**src/rtl/apb_pkg.sv**
```systemverilog
// Shared APB types and defaults used by the APB requester and its benches.
package apb_pkg;

   localparam int APB_ADDR_W = 32;
   localparam int APB_DATA_W = 32;

   typedef enum logic [1:0] {
      IDLE   = 2'd0,
      SETUP  = 2'd1,
      ACCESS = 2'd2,
      RESP   = 2'd3
   } apb_req_state_e;

   typedef struct packed {
      logic [APB_DATA_W-1:0] rdata;
      logic                  err;
      logic                  timeout;
   } apb_rsp_t;

endpackage

```
**src/rtl/apb_requester.sv**
```systemverilog
// APB requester: turns one valid/ready command into one APB SETUP/ACCESS
// transfer and returns its read data and error status on a valid/ready response.
module apb_requester
   import apb_pkg::*;
#(
   parameter int ADDR_W  = APB_ADDR_W,
   parameter int DATA_W  = APB_DATA_W,
   parameter int TIMEOUT = 16
) (
   input  logic              pclk,
   input  logic              presetn,
   input  logic              cmd_valid,
   output logic              cmd_ready,
   input  logic              cmd_write,
   input  logic [ADDR_W-1:0] cmd_addr,
   input  logic [DATA_W-1:0] cmd_wdata,
   output logic              rsp_valid,
   input  logic              rsp_ready,
   output logic [DATA_W-1:0] rsp_rdata,
   output logic              rsp_err,
   output logic              rsp_timeout,
   output logic [ADDR_W-1:0] paddr,
   output logic              pwrite,
   output logic [DATA_W-1:0] pwdata,
   output logic              pselx,
   output logic              penable,
   input  logic [DATA_W-1:0] prdata,
   input  logic              pready,
   input  logic              pslverr
);

   // A zero TIMEOUT still needs a legal one-bit counter.
   localparam int               CNT_W    = (TIMEOUT > 0) ? $clog2(TIMEOUT + 1) : 1;
   localparam logic [CNT_W-1:0] CNT_LAST = (TIMEOUT > 0) ? CNT_W'(TIMEOUT - 1) : '0;
   localparam logic [CNT_W-1:0] CNT_MAX  = '1;

   apb_req_state_e    state, state_d;
   logic [CNT_W-1:0]  wait_cnt, wait_cnt_d;
   logic [ADDR_W-1:0] paddr_d;
   logic              pwrite_d;
   logic [DATA_W-1:0] pwdata_d;
   logic              pselx_d;
   logic              penable_d;
   logic              rsp_valid_d;
   logic [DATA_W-1:0] rsp_rdata_d;
   logic              rsp_err_d;
   logic              rsp_timeout_d;

   assign cmd_ready = (state == IDLE) && presetn;

   always_comb begin
      // NOTE: every signal gets its hold value first, so no path through the
      // case statement can leave one unassigned and infer a latch.
      state_d       = state;
      wait_cnt_d    = wait_cnt;
      paddr_d       = paddr;
      pwrite_d      = pwrite;
      pwdata_d      = pwdata;
      pselx_d       = pselx;
      penable_d     = penable;
      rsp_valid_d   = rsp_valid;
      rsp_rdata_d   = rsp_rdata;
      rsp_err_d     = rsp_err;
      rsp_timeout_d = rsp_timeout;

      unique case (state)
         IDLE: begin
            if (cmd_valid) begin
               paddr_d   = cmd_addr;
               pwrite_d  = cmd_write;
               pwdata_d  = cmd_wdata;
               pselx_d   = 1'b1;
               penable_d = 1'b0;
               state_d   = SETUP;
            end
         end

         SETUP: begin
            penable_d  = 1'b1;
            wait_cnt_d = '0;
            state_d    = ACCESS;
         end

         ACCESS: begin
            if (pready) begin
               rsp_rdata_d   = pwrite ? '0 : prdata;
               rsp_err_d     = pslverr;
               rsp_timeout_d = 1'b0;
               rsp_valid_d   = 1'b1;
               pselx_d       = 1'b0;
               penable_d     = 1'b0;
               state_d       = RESP;
            end else if ((TIMEOUT != 0) && (wait_cnt == CNT_LAST)) begin
               rsp_rdata_d   = '0;
               rsp_err_d     = 1'b1;
               rsp_timeout_d = 1'b1;
               rsp_valid_d   = 1'b1;
               pselx_d       = 1'b0;
               penable_d     = 1'b0;
               state_d       = RESP;
            end else if (wait_cnt != CNT_MAX) begin
               wait_cnt_d = wait_cnt + CNT_W'(1);
            end
         end

         RESP: begin
            if (rsp_ready) begin
               rsp_valid_d = 1'b0;
               state_d     = IDLE;
            end
         end

         default: state_d = IDLE;
      endcase
   end

   always_ff @(posedge pclk or negedge presetn) begin
      if (!presetn) begin
         state       <= IDLE;
         wait_cnt    <= '0;
         paddr       <= '0;
         pwrite      <= 1'b0;
         pwdata      <= '0;
         pselx       <= 1'b0;
         penable     <= 1'b0;
         rsp_valid   <= 1'b0;
         rsp_rdata   <= '0;
         rsp_err     <= 1'b0;
         rsp_timeout <= 1'b0;
      end else begin
         // NOTE: non-blocking updates make every register see the values from
         // before this edge, regardless of statement order.
         state       <= state_d;
         wait_cnt    <= wait_cnt_d;
         paddr       <= paddr_d;
         pwrite      <= pwrite_d;
         pwdata      <= pwdata_d;
         pselx       <= pselx_d;
         penable     <= penable_d;
         rsp_valid   <= rsp_valid_d;
         rsp_rdata   <= rsp_rdata_d;
         rsp_err     <= rsp_err_d;
         rsp_timeout <= rsp_timeout_d;
      end
   end

endmodule

```
**config.mk**
```make
export PLATFORM = sky130hd
export DESIGN_NAME = apb_requester
export DESIGN_NICKNAME = d
export VERILOG_FILES = /design/src/rtl/apb_pkg.sv /design/src/rtl/apb_requester.sv
export SDC_FILE = /design/constraint.sdc
export NUM_CORES = 1
export LEC_CHECK = 0
export BUFFER_PORTS_ARGS = -buffer_cell sky130_fd_sc_hd__buf_2
export CORE_UTILIZATION = 40
export CTS_BUF_LIST = sky130_fd_sc_hd__clkbuf_2 sky130_fd_sc_hd__clkbuf_4 sky130_fd_sc_hd__clkbuf_8
export DETAILED_ROUTE_END_ITERATION = 8
export PLACE_DENSITY = 0.71
export SYNTH_ARGS = -nofsm -noshare
export SYNTH_HDL_FRONTEND = slang
export SYNTH_SLANG_ARGS = --single-unit
```
**constraint.sdc**
```tcl
create_clock -name pclk -period 5.3 [get_ports pclk]
set_input_delay 0 -clock pclk [delete_from_list [all_inputs] [get_ports pclk]]
set_output_delay 0 -clock pclk [all_outputs]
set_load 0.02 [all_outputs]
```
# Word-level counts from Yosys, hierarchy flattened
# Index checks and enable logic that the tools add are counted.
# totals
regBits,109
latch_bits,0
ramBits,0
romBits,0
in_bits,103
wordCells,61
n_memories,0
# classes
add_sub_neg,1
n_mul,0
n_div,0
order_cmp,0
eq_ne,11
shifts,0
muxes,24
bitwise,0
n_reduce_logical,14
# op_table
operator,count
two-way mux 32 bit,3
two-way mux 5 bit,3
AND reduction 3 bit,4
"!= test 2 bit, second input constant",5
case mux 5 bit (2 select lines),1
two-way mux 1 bit,9
two-way mux 2 bit,4
case mux 2 bit (4 select lines),1
nonzero test 2 bit,4
"adder 5 x 1 -> 5 bit, second input constant",1
"== test 5 x 4 -> 1 bit, second input constant",1
"!= test 5 bit, second input constant",1
"== test 2 bit, second input constant",2
case mux 1 bit (2 select lines),2
AND reduction 2 bit,2
AND reduction 4 bit,1
"!= test 3 bit, second input constant",1
case mux 1 bit (3 select lines),1
nonzero test 3 bit,1
"== test 2 x 1 -> 1 bit, second input constant",1
logical NOT 2 bit,1
logical AND 1 bit,1

# Longest topological paths before layout
# Gate-level depths: netlist (run 1).
# depth
word_depth,5
ltp_mapped,8
depth_no_buf,6

# Worst setup path before layout (run 1)
# Ideal clock, no wire load.
# synth_timing
kind,flip-flop to flip-flop
start,register wait_cnt[0]
end,register wait_cnt[3]
setup_ps,127
arrival_time_ps,1966
required_ps,5173
slack_ps,3207
path_stages_with_launch,9
cell_sequence,dfrtp_1 ha_1 and3_1 ha_1 buf_6 or4b_4 buf_6 o211ai_2 o31ai_2
# synth_between
elab_chain_cells,5
# synth_lines
item,line,text
start: declaration,apb_requester.sv:38,"logic [CNT_W-1:0] wait_cnt, wait_cnt_d;"
start signal: assignment,apb_requester.sv:134,wait_cnt <= wait_cnt_d;
adder 5 x 1 -> 5 bit,apb_requester.sv:102,wait_cnt_d = wait_cnt + CNT_W'(1);
two-way mux 5 bit,apb_requester.sv:101,end else if (wait_cnt != CNT_MAX) begin
two-way mux 5 bit,apb_requester.sv:93,end else if ((TIMEOUT != 0) && (wait_cnt == CNT_LAST)) begin
two-way mux 5 bit,apb_requester.sv:85,if (pready) begin
case mux 5 bit (2 select lines),apb_requester.sv:66,unique case (state)
# Parallel ways exist; a longest one is shown, timed or not. The select of a mux whose other input is x is not followed.
# A chain may end at the register's enable or synchronous reset.

# Worst setup path in the final report (run 1)
# Ends and elaborated chain as after synthesis.

==> summary.txt, run 1 <==
run status: complete, no violations
Synth cell types: 29
worst-case clock buffer depth: 2
clk root buf: clkbuf_8
register bit total from synthesis: 109
Post-synth EDFFs: 0
Crit path arrival time: 2.40 ns
Top FF cell, synth: dfrtp_1
cts bufs inserted: 9
ANT nets after route: 0
Final Setup Violations: 0
post-synthesis sequential area ratio: 64.5%
initial antenna violation count: 0
crit share post-route: 40.3%
Via-to-Cell Ratio: 4.74
clk slew on worst S/H paths: 0.11 ns
area of the core: 10,300 µm²
crit-path max FO: 8
HPWL after detailed placement: 6680 µm
Post-Synthesis Cells: 279
Area Growth Syn to Fin: 55.9%
Worst Path Class, Setup: register to register
Cell Area, Synth: 4230 µm²
register area: 2730 µm²
Yosys warnings: 0
Async SR Flop Fraction: 100%
min Tclk post-route: 2.14 ns
RSZ-0062 raised after global routing: no
Layout Utilization: 64.2%
LEAKAGE: 3.32 nW
pwr/cell area: 556 nW/µm²
synth cell count leaders: 109 x dfrtp_1, 67 x mux2_2, 32 x a22o_1
Yosys top cell by area: dfrtp_1
ranking of synthesized cells by area: dfrtp_1 64%, mux2_2 18%, a22o_1 6.6%, ha_1 2.4%, buf_2 1.5%
Slew @ Worst Pin: 0.830 ns
Yosys top cell area share: 64.5%
Die Ht: 105 µm
most common cell in the netlist: dfrtp_1
CTS tree: built
# IOs: 206
total gr overflow: 0
Die X: 105 µm
Setup Buffers After CTS: 0
residual DRC count: 0
drt pass-1 iters: 4
fill count: 773
layout cells sized above 1: 50.6%
die area: 11,000 µm²
drt initial violations: 194
Slew Limit Fails: 0
Initial Util: 41.2%
Fmax achieved: 0.468 GHz
Mean Syn Cell Area: 15.2 µm²
Layout Nets: 695
area taken by multi-input logic gates: 1400 µm²
Total GRT Usage: 20.8%
clk sinks: 109
Skew-Pair Late Insertion Delay: 0.37 ns
setup TNS: 0 ns
Worst Skew: 0.0194 ns
routed len/inst: 15.3 µm
first-pass GRT wire length: 18,000 µm
Row Count: 37
Max-Cap Viols: 0
kind of end point of the critical path: register
CP required: 5.57 ns
Worst VDD drop: 0.000261 V
placer congestion estimate: 0.703
vias in the first global route: 3,639
largest net degree at the start of global routing: 66
I/O Buffers: 205
Vias: 3,435
type of the tightest min-delay check: input port to async pin
final-report hold violation count: 0
Antenna Cells: 0
CP startpoint kind: register
Max H-tree Level: 3
Rel. slew slack: 44.6%
final WL: 11,100 µm
synthesized net count: 390
[registers in the layout (all words and copies together) (netlist names)]
signal       count
pwrite           1
state            2
wait_cnt         5
rsp_rdata       32
rsp_timeout      1
penable          1
paddr           32
rsp_valid        1
pwdata          32
rsp_err          1
pselx            1
[final cells by class]
cell class	count	area share [%]
clock buffers	11	2.11
clock inverters	5	0.987
inverters	4	0.228
multi-input cells	149	21.2
flip-flops and latches	109	41.4
well taps	136	2.58
repair buffers	311	31.5
[through the flow]
stage	hold slack [ns]	worst slack, ns	area (µm²)	total power [mW]	cells
after floorplan	-0.296	3.21	4230	2.51	279
after global placement	0.113	3.23	5370	3.03	607
after detailed placement	0.121	3.17	5370	3.09	607
after CTS	0.257	3.15	6590	3.67	725
after global routing	0.297	3.07	6590	3.89	725
final	0.235	3.16	6590	3.66	725
[cell families (layout without fill, tap and decap cells)]
family	count (synthesis)	count (layout)	share of synthesized area [%]
DFF	109	109	64.5
muxes	68	68	18.1
AOI/OAI and AO/OA	47	47	8.90
and+or+nand+nor	25	25	3.28
buffers and inverters	21	331	2.69
adders and majority gates	8	8	2.37
xor gates and xnor gates	1	1	0.207
[per-layer routing]
metal  track usage [%]  share of wire (%)  wire (µm)
met1              24.3                 42       4620
met2              37.4                 52       5750
met3              5.61                5.3        593
met4              5.84                1.2        129
met5                 0                  0          0
[path summary, 6_finish.rpt]
kind | from | end | slack [ns] | cells past startpoint
worst max-delay path | wait_cnt[0] | wait_cnt[3] | 3.16 | 6
worst min-delay path | presetn | paddr[11] | 0.24 | 2
worst max register to register | wait_cnt[0] | wait_cnt[3] | 3.16 | 6
worst min register to register | rsp_err | rsp_err | 0.49 | 2
max in group asynchronous | presetn | pwdata[21] | 3.94 | 3
min in group pclk | prdata[8] | rsp_rdata[8] | 0.38 | 3
[power by group]
group          total (mW)  internal, mW  switching (mW)
Clock               0.512         0.236           0.277
Sequential           1.43          1.23           0.208
Combinational        1.72         0.745           0.973
[critical path: stages (launching register included)]
cell      delay [ns]
dfrtp_1         0.42
ha_1            0.22
and3_1          0.21
ha_1            0.29
or4b_4          0.63
o211ai_2        0.20
o31ai_2         0.08
[repair_timing]
item | CTS | global route
hold buffers | 102 | 0
endpoints found under the hold margin | 161 | 0
gates resized for setup | 0 | 0
[layout by cell type, fill, tap and decap left out, types with 2 or more instances in the layout]
master / instances
inv_1: 4
clkbuf_8: 9
ha_1: 8
clkbuf_4: 2
nand3_1: 4
buf_4: 5
inv_6: 3
nand2_1: 5
a21oi_1: 3
nor2b_1: 3
nor2_1: 2
nor3_1: 2
nor3b_1: 2
mux2_2: 67
dlygate4sd3_1: 102
dfrtp_1: 109
a22o_1: 32
buf_2: 204
o21ai_0: 6
Power figures use the tool's default switching activity.
==> inputs of run 2 (changes only) <==
--- a/config.mk
+++ b/config.mk
@@ -5,11 +5,12 @@
 export SDC_FILE = /design/constraint.sdc
 export NUM_CORES = 1
 export LEC_CHECK = 0
+export ABC_AREA = 1
 export BUFFER_PORTS_ARGS = -buffer_cell sky130_fd_sc_hd__buf_2
 export CORE_UTILIZATION = 40
 export CTS_BUF_LIST = sky130_fd_sc_hd__clkbuf_2 sky130_fd_sc_hd__clkbuf_4 sky130_fd_sc_hd__clkbuf_8
 export DETAILED_ROUTE_END_ITERATION = 8
-export PLACE_DENSITY = 0.71
+export PLACE_DENSITY = 0.72
 export SYNTH_ARGS = -nofsm -noshare
 export SYNTH_HDL_FRONTEND = slang
 export SYNTH_SLANG_ARGS = --single-unit
==> constraint.sdc (replaced) <==
create_clock -name pclk -period 1.8 [get_ports pclk]
set_input_delay 0 -clock pclk [delete_from_list [all_inputs] [get_ports pclk]]
set_output_delay 0 -clock pclk [all_outputs]
set_load 0.02 [all_outputs]
==> summary.txt, run 2 <==
Async SR Flop Fraction: 100%
Die X: 110 µm
most common cell in the netlist: nand2_1
Initial Util: 41.1%
Crit path depth: 5
Yosys top cell by area: dfrtp_1
Post-synth EDFFs: 0
Skew-Pair Late Insertion Delay: 0.36 ns
Max H-tree Level: 3
type of the tightest min-delay check: input port to async pin
drt pass-1 iters: 4
Synth cell types: 21
# IOs: 206
largest net degree at the start of global routing: 65
Total GRT Usage: 20.4%
LEAKAGE: 4.04 nW
first-pass GRT wire length: 19,200 µm
post-synthesis sequential area ratio: 58.1%
final-report hold violation count: 0
Row Count: 39
worst stage delay on the critical path: 0.43 ns
Bufs and invs on worst path: 2
Yosys warnings: 0
vias in the first global route: 4,241
Crit-path slowest cell: dfrtp_1
Worst VDD drop: 0.000911 V
Worst Skew: 0.00888 ns
crit share post-route: 91.4%
setup TNS: 0 ns
Rel. slew slack: 68.6%
worst-case clock buffer depth: 2
Area Growth Syn to Fin: 49.9%
ranking of synthesized cells by area: dfrtp_1 58%, nand2_1 18%, o21ai_2 5.6%, inv_1 4.2%, nand3_1 3.9%
Max-Cap Viols: 0
final hold slack: 0.0432 ns
metal2 WL: 6470 µm
Antenna Cells: 0
clk sinks: 109
most common cell after layout, fill and taps aside: nand2_1
Cell Area, Synth: 4700 µm²
DR top layer: met4
placer congestion estimate: 0.778
CP required: 2.09 ns
RSZ-0062 raised after global routing: no
min Tclk post-route: 1.64 ns
kind of end point of the critical path: register
Vias: 4,444
synth cell count leaders: 226 x nand2_1, 109 x dfrtp_1, 53 x inv_1
I/O Buffers: 205
register bit total from synthesis: 109
fill count: 916
Fmax achieved: 0.608 GHz
Final Setup Violations: 0
met3 wire length: 864 µm
crit-path cells: inv_1 -> ha_2 -> nand3_4 -> buf_4 -> o21ai_2
clk slew on worst S/H paths: 0.10 ns
Crit path arrival time: 1.93 ns
residual DRC count: 0
Top FF cell, synth: dfrtp_1
delay-heaviest family, CP: flip-flops
drt initial violations: 280
area of the core: 11,400 µm²
total gr overflow: 0
CTS tree: built
Reg2Reg Depth: 5
Slew Limit Fails: 0
most frequent cells in the layout: 225 x nand2_1, 204 x buf_2, 109 x dfrtp_1
Mean Syn Cell Area: 9.14 µm²
Die Ht: 110 µm
Post-Synthesis Cells: 514
synthesized net count: 625
crit-path max FO: 18
routed len/inst: 13.2 µm
pwr/cell area: 1540 nW/µm²
WL met1: 5180 µm
die area: 12,200 µm²
HPWL after detailed placement: 8200 µm
Via-to-Cell Ratio: 4.61
CP startpoint kind: register
leading registers by flop count: paddr: 32 flops, pwdata: 32 flops, rsp_rdata: 32 flops
cts bufs inserted: 9
Worst Path Class, Setup: register to register
Yosys top cell area share: 58.1%
Layout Nets: 926
Slew @ Worst Pin: 0.471 ns
run status: complete, no violations
initial antenna violation count: 0
layout cells sized above 1: 33.8%
ANT nets after route: 0
clk root buf: clkbuf_8
final WL: 12,700 µm
[run 2: logic make-up after synthesis]
group | synth area share [%]
AOI/OAI and AO/OA | 6.39
DFF | 58.1
buffers and inverters | 8.47
and+or+nand+nor | 25.0
adders and majority gates | 2.13
[run 2: area by class of cell]
cell class	count	area [µm²]	area share, %
well taps	143	179	2.54
inverters	55	206	2.93
clock buffers	13	173	2.45
repair buffers	314	2140	30.5
flip-flops and latches	109	2730	38.7
clock inverters	3	18.8	0.267
multi-input cells	326	1590	22.6
[run 2: worst reg2reg max path, stage by stage (launching register included)]
cell and delay, ns:
dfrtp_1 0.43, inv_1 0.13, ha_2 0.33, nand3_4 0.30
buf_4 0.27, o21ai_2 0.12
[run 2: worst paths after layout]
path / startpoint / to / slack, ns
hold / removal: presetn / rsp_rdata[9] / 0.04
setup / recovery: state[0] / rsp_rdata[18] / 0.16
max in group asynchronous: presetn / paddr[21] / 1.00
hold reg to reg: penable / penable / 0.48
min in group pclk: rsp_ready / rsp_valid / 0.05
setup reg to reg: state[0] / rsp_rdata[18] / 0.16
[run 2: power breakdown]
part           total (mW)  internal, mW  switching, mW
Sequential           4.18          3.56          0.623
Clock                1.40         0.632          0.771
Combinational        5.25          1.89           3.36
Total                10.8          6.08           4.76
[run 2: stage by stage]
| stage | power (mW) | util [%] | instances | instance area [µm²] | setup WS, ns |
|---|---|---|---|---|---|
| after global routing | 11.6 | 61.7 | 963 | 7040 | 0.0396 |
| after detailed placement | 9.27 | 51.0 | 846 | 5830 | -0.00996 |
| final | 10.8 | 61.7 | 963 | 7040 | 0.156 |
| after CTS | 10.9 | 61.5 | 961 | 7020 | 0.00803 |
| after global placement | 9.09 | 51.0 | 846 | 5830 | 0.108 |
| after floorplan | 7.52 | - | 514 | 4700 | 0.308 |
[run 2: timing repair]
| item | in CTS | in global routing |
|---|---|---|
| setup endpoints to repair | 3 | 44 |
| buffers inserted | 0 | 2 |
| hold buffers | 99 | 0 |
| endpoints found under the hold margin | 207 | 0 |
| gates resized for setup | 1 | 3 |
| pin swaps | 0 | 1 |
[run 2: layer usage]
layer / global-route usage (%) / vias to the layer above
met5: 0 / -
met3: 5.58 / 23
met1: 23.3 / 2079
met2: 37.0 / 169
met4: 5.83 / 0
li1: - / 2173
==> inputs of run 3 (changes only) <==
--- a/config.mk
+++ b/config.mk
@@ -7,10 +7,11 @@
 export LEC_CHECK = 0
 export ABC_AREA = 1
 export BUFFER_PORTS_ARGS = -buffer_cell sky130_fd_sc_hd__buf_2
-export CORE_UTILIZATION = 40
+export CORE_ASPECT_RATIO = 0.7
+export CORE_UTILIZATION = 44
 export CTS_BUF_LIST = sky130_fd_sc_hd__clkbuf_2 sky130_fd_sc_hd__clkbuf_4 sky130_fd_sc_hd__clkbuf_8
 export DETAILED_ROUTE_END_ITERATION = 8
-export PLACE_DENSITY = 0.72
+export PLACE_DENSITY = 0.78
 export SYNTH_ARGS = -nofsm -noshare
 export SYNTH_HDL_FRONTEND = slang
 export SYNTH_SLANG_ARGS = --single-unit
==> summary.txt, run 3 (synthesis gave the netlist of run 2 again) <==
crit-path cells: inv_1 -> ha_1 -> buf_4 -> nand3_4 -> buf_4 -> o21ai_0
Worst Skew: 0.00596 ns
final-report hold violation count: 0
CP required: 2.07 ns
most common cell after layout, fill and taps aside: nand2_1
Layout Nets: 930
final WL: 13,900 µm
Max H-tree Level: 3
ANT nets after route: 0
clk slew on worst S/H paths: 0.10 ns
routed len/inst: 14.6 µm
pre-CTS setup slack: 0.144 ns
failing checks: design-rule violations
leading registers by flop count: paddr: 32 flops, pwdata: 32 flops, rsp_rdata: 32 flops
Slew @ Worst Pin: 0.460 ns
worst-case clock buffer depth: 2
vias in the first global route: 4,386
Row Count: 31
Via-to-Cell Ratio: 4.80
Worst Path Class, Setup: register to register
LEAKAGE: 4.08 nW
Skew-Pair Late Insertion Delay: 0.37 ns
Area Growth Syn to Fin: 50.8%
layout cells sized above 1: 33.9%
CTS tree: built
clk sinks: 109
Final Setup Violations: 0
crit share post-route: 95.1%
Die Ht: 88.5 µm
HPWL after detailed placement: 8240 µm
Vias: 4,586
most frequent cells in the layout: 225 x nand2_1, 204 x buf_2, 109 x dfrtp_1
clk root buf: clkbuf_8
placer congestion estimate: 0.862
fill count: 728
Crit-path slowest cell: dfrtp_1
Die X: 126 µm
total gr overflow: 0
most used cell, CP: buf_4
Pwr Total: 11.1 mW
kind of end point of the critical path: register
pwr/cell area: 1570 nW/µm²
# IOs: 206
Initial Util: 45.4%
type of the tightest min-delay check: input port to async pin
worst stage delay on the critical path: 0.43 ns
Rel. slew slack: 69.3%
die area: 11,100 µm²
Max-Cap Viols: 0
cts bufs inserted: 9
Antenna Cells: 0
run status: complete, but fails checks
min Tclk post-route: 1.71 ns
largest net degree at the start of global routing: 65
area taken by multi-input logic gates: 1590 µm²
drt pass-1 iters: 9
initial antenna violation count: 0
Layout Utilization: 68.4%
I/O Buffers: 205
CP startpoint kind: register
crit-path max FO: 13
first-pass GRT wire length: 21,200 µm
residual DRC count: 16
Crit path arrival time: 1.98 ns
Total GRT Usage: 24.6%
Slew Limit Fails: 0
Fmax achieved: 0.584 GHz
setup ws final: 0.0880 ns
Worst VDD drop: 0.000750 V
drt initial violations: 329
register area: 2730 µm²
final hold slack: 0.0483 ns
area of the core: 10,400 µm²
## run 3: final cells by class
class                      count  share of cell area, %
clock buffer                  10                   1.94
clock inverter                 6                  0.972
inverter                      55                   2.91
multi-input combinational    326                   22.5
sequential                   109                   38.5
tap                          132                   2.33
timing repair buffer         318                   30.9
## run 3: report_power, final
part	switching, mW	internal, mW	total [mW]
Combinational	3.44	1.91	5.35
Clock	0.829	0.694	1.52
Sequential	0.654	3.56	4.21
## run 3: path summary, 6_finish.rpt
kind / to / slack (ns) / cells past startpoint / from
hold / removal: wait_cnt[0] / 0.05 / 2 / presetn
min in group pclk: state[1] / 0.05 / 5 / rsp_ready
hold reg to reg: pwdata[0] / 0.48 / 2 / pwdata[0]
setup / recovery: rsp_rdata[0] / 0.09 / 6 / state[0]
setup reg to reg: rsp_rdata[0] / 0.09 / 6 / state[0]
max in group asynchronous: rsp_rdata[7] / 1.04 / 3 / presetn
## run 3: per-stage QoR
step,TNS [ns],instance area [µm²],cells
finish,0,7080,956
global route,-0.0226,7080,956
CTS,0,7050,954
detailed placement,0,5860,839
global placement,0,5860,839
floorplan,0,4700,514
## run 3: critical path, delay by kind of cell (launching register included)
family	cells	cell delay [ns]
flip-flops	1	0.43
buffers and inverters	3	0.55
AND/OR/NAND/NOR	1	0.08
adder cells (fa/ha/maj)	1	0.30
AO/OA/AOI/OAI	1	0.25
## run 3: layer usage
| layer | global-route usage (%) | share of wire [%] | vias to the layer above |
|---|---|---|---|
| li1 | - | - | 2176 |
| met1 | 29.5 | 40 | 2155 |
| met2 | 43.0 | 50 | 216 |
| met3 | 6.53 | 8.1 | 39 |
| met4 | 9.76 | 2.4 | 0 |
| met5 | 0 | 0 | - |
## run 3: timing repair
| action | CTS | global route |
|---|---|---|
| endpoints found under the setup margin | 0 | 12 |
| buffers inserted | 0 | 2 |
| hold buffers | 99 | 0 |
| gates resized for setup | 0 | 3 |
| hold endpoints to repair | 207 | 0 |
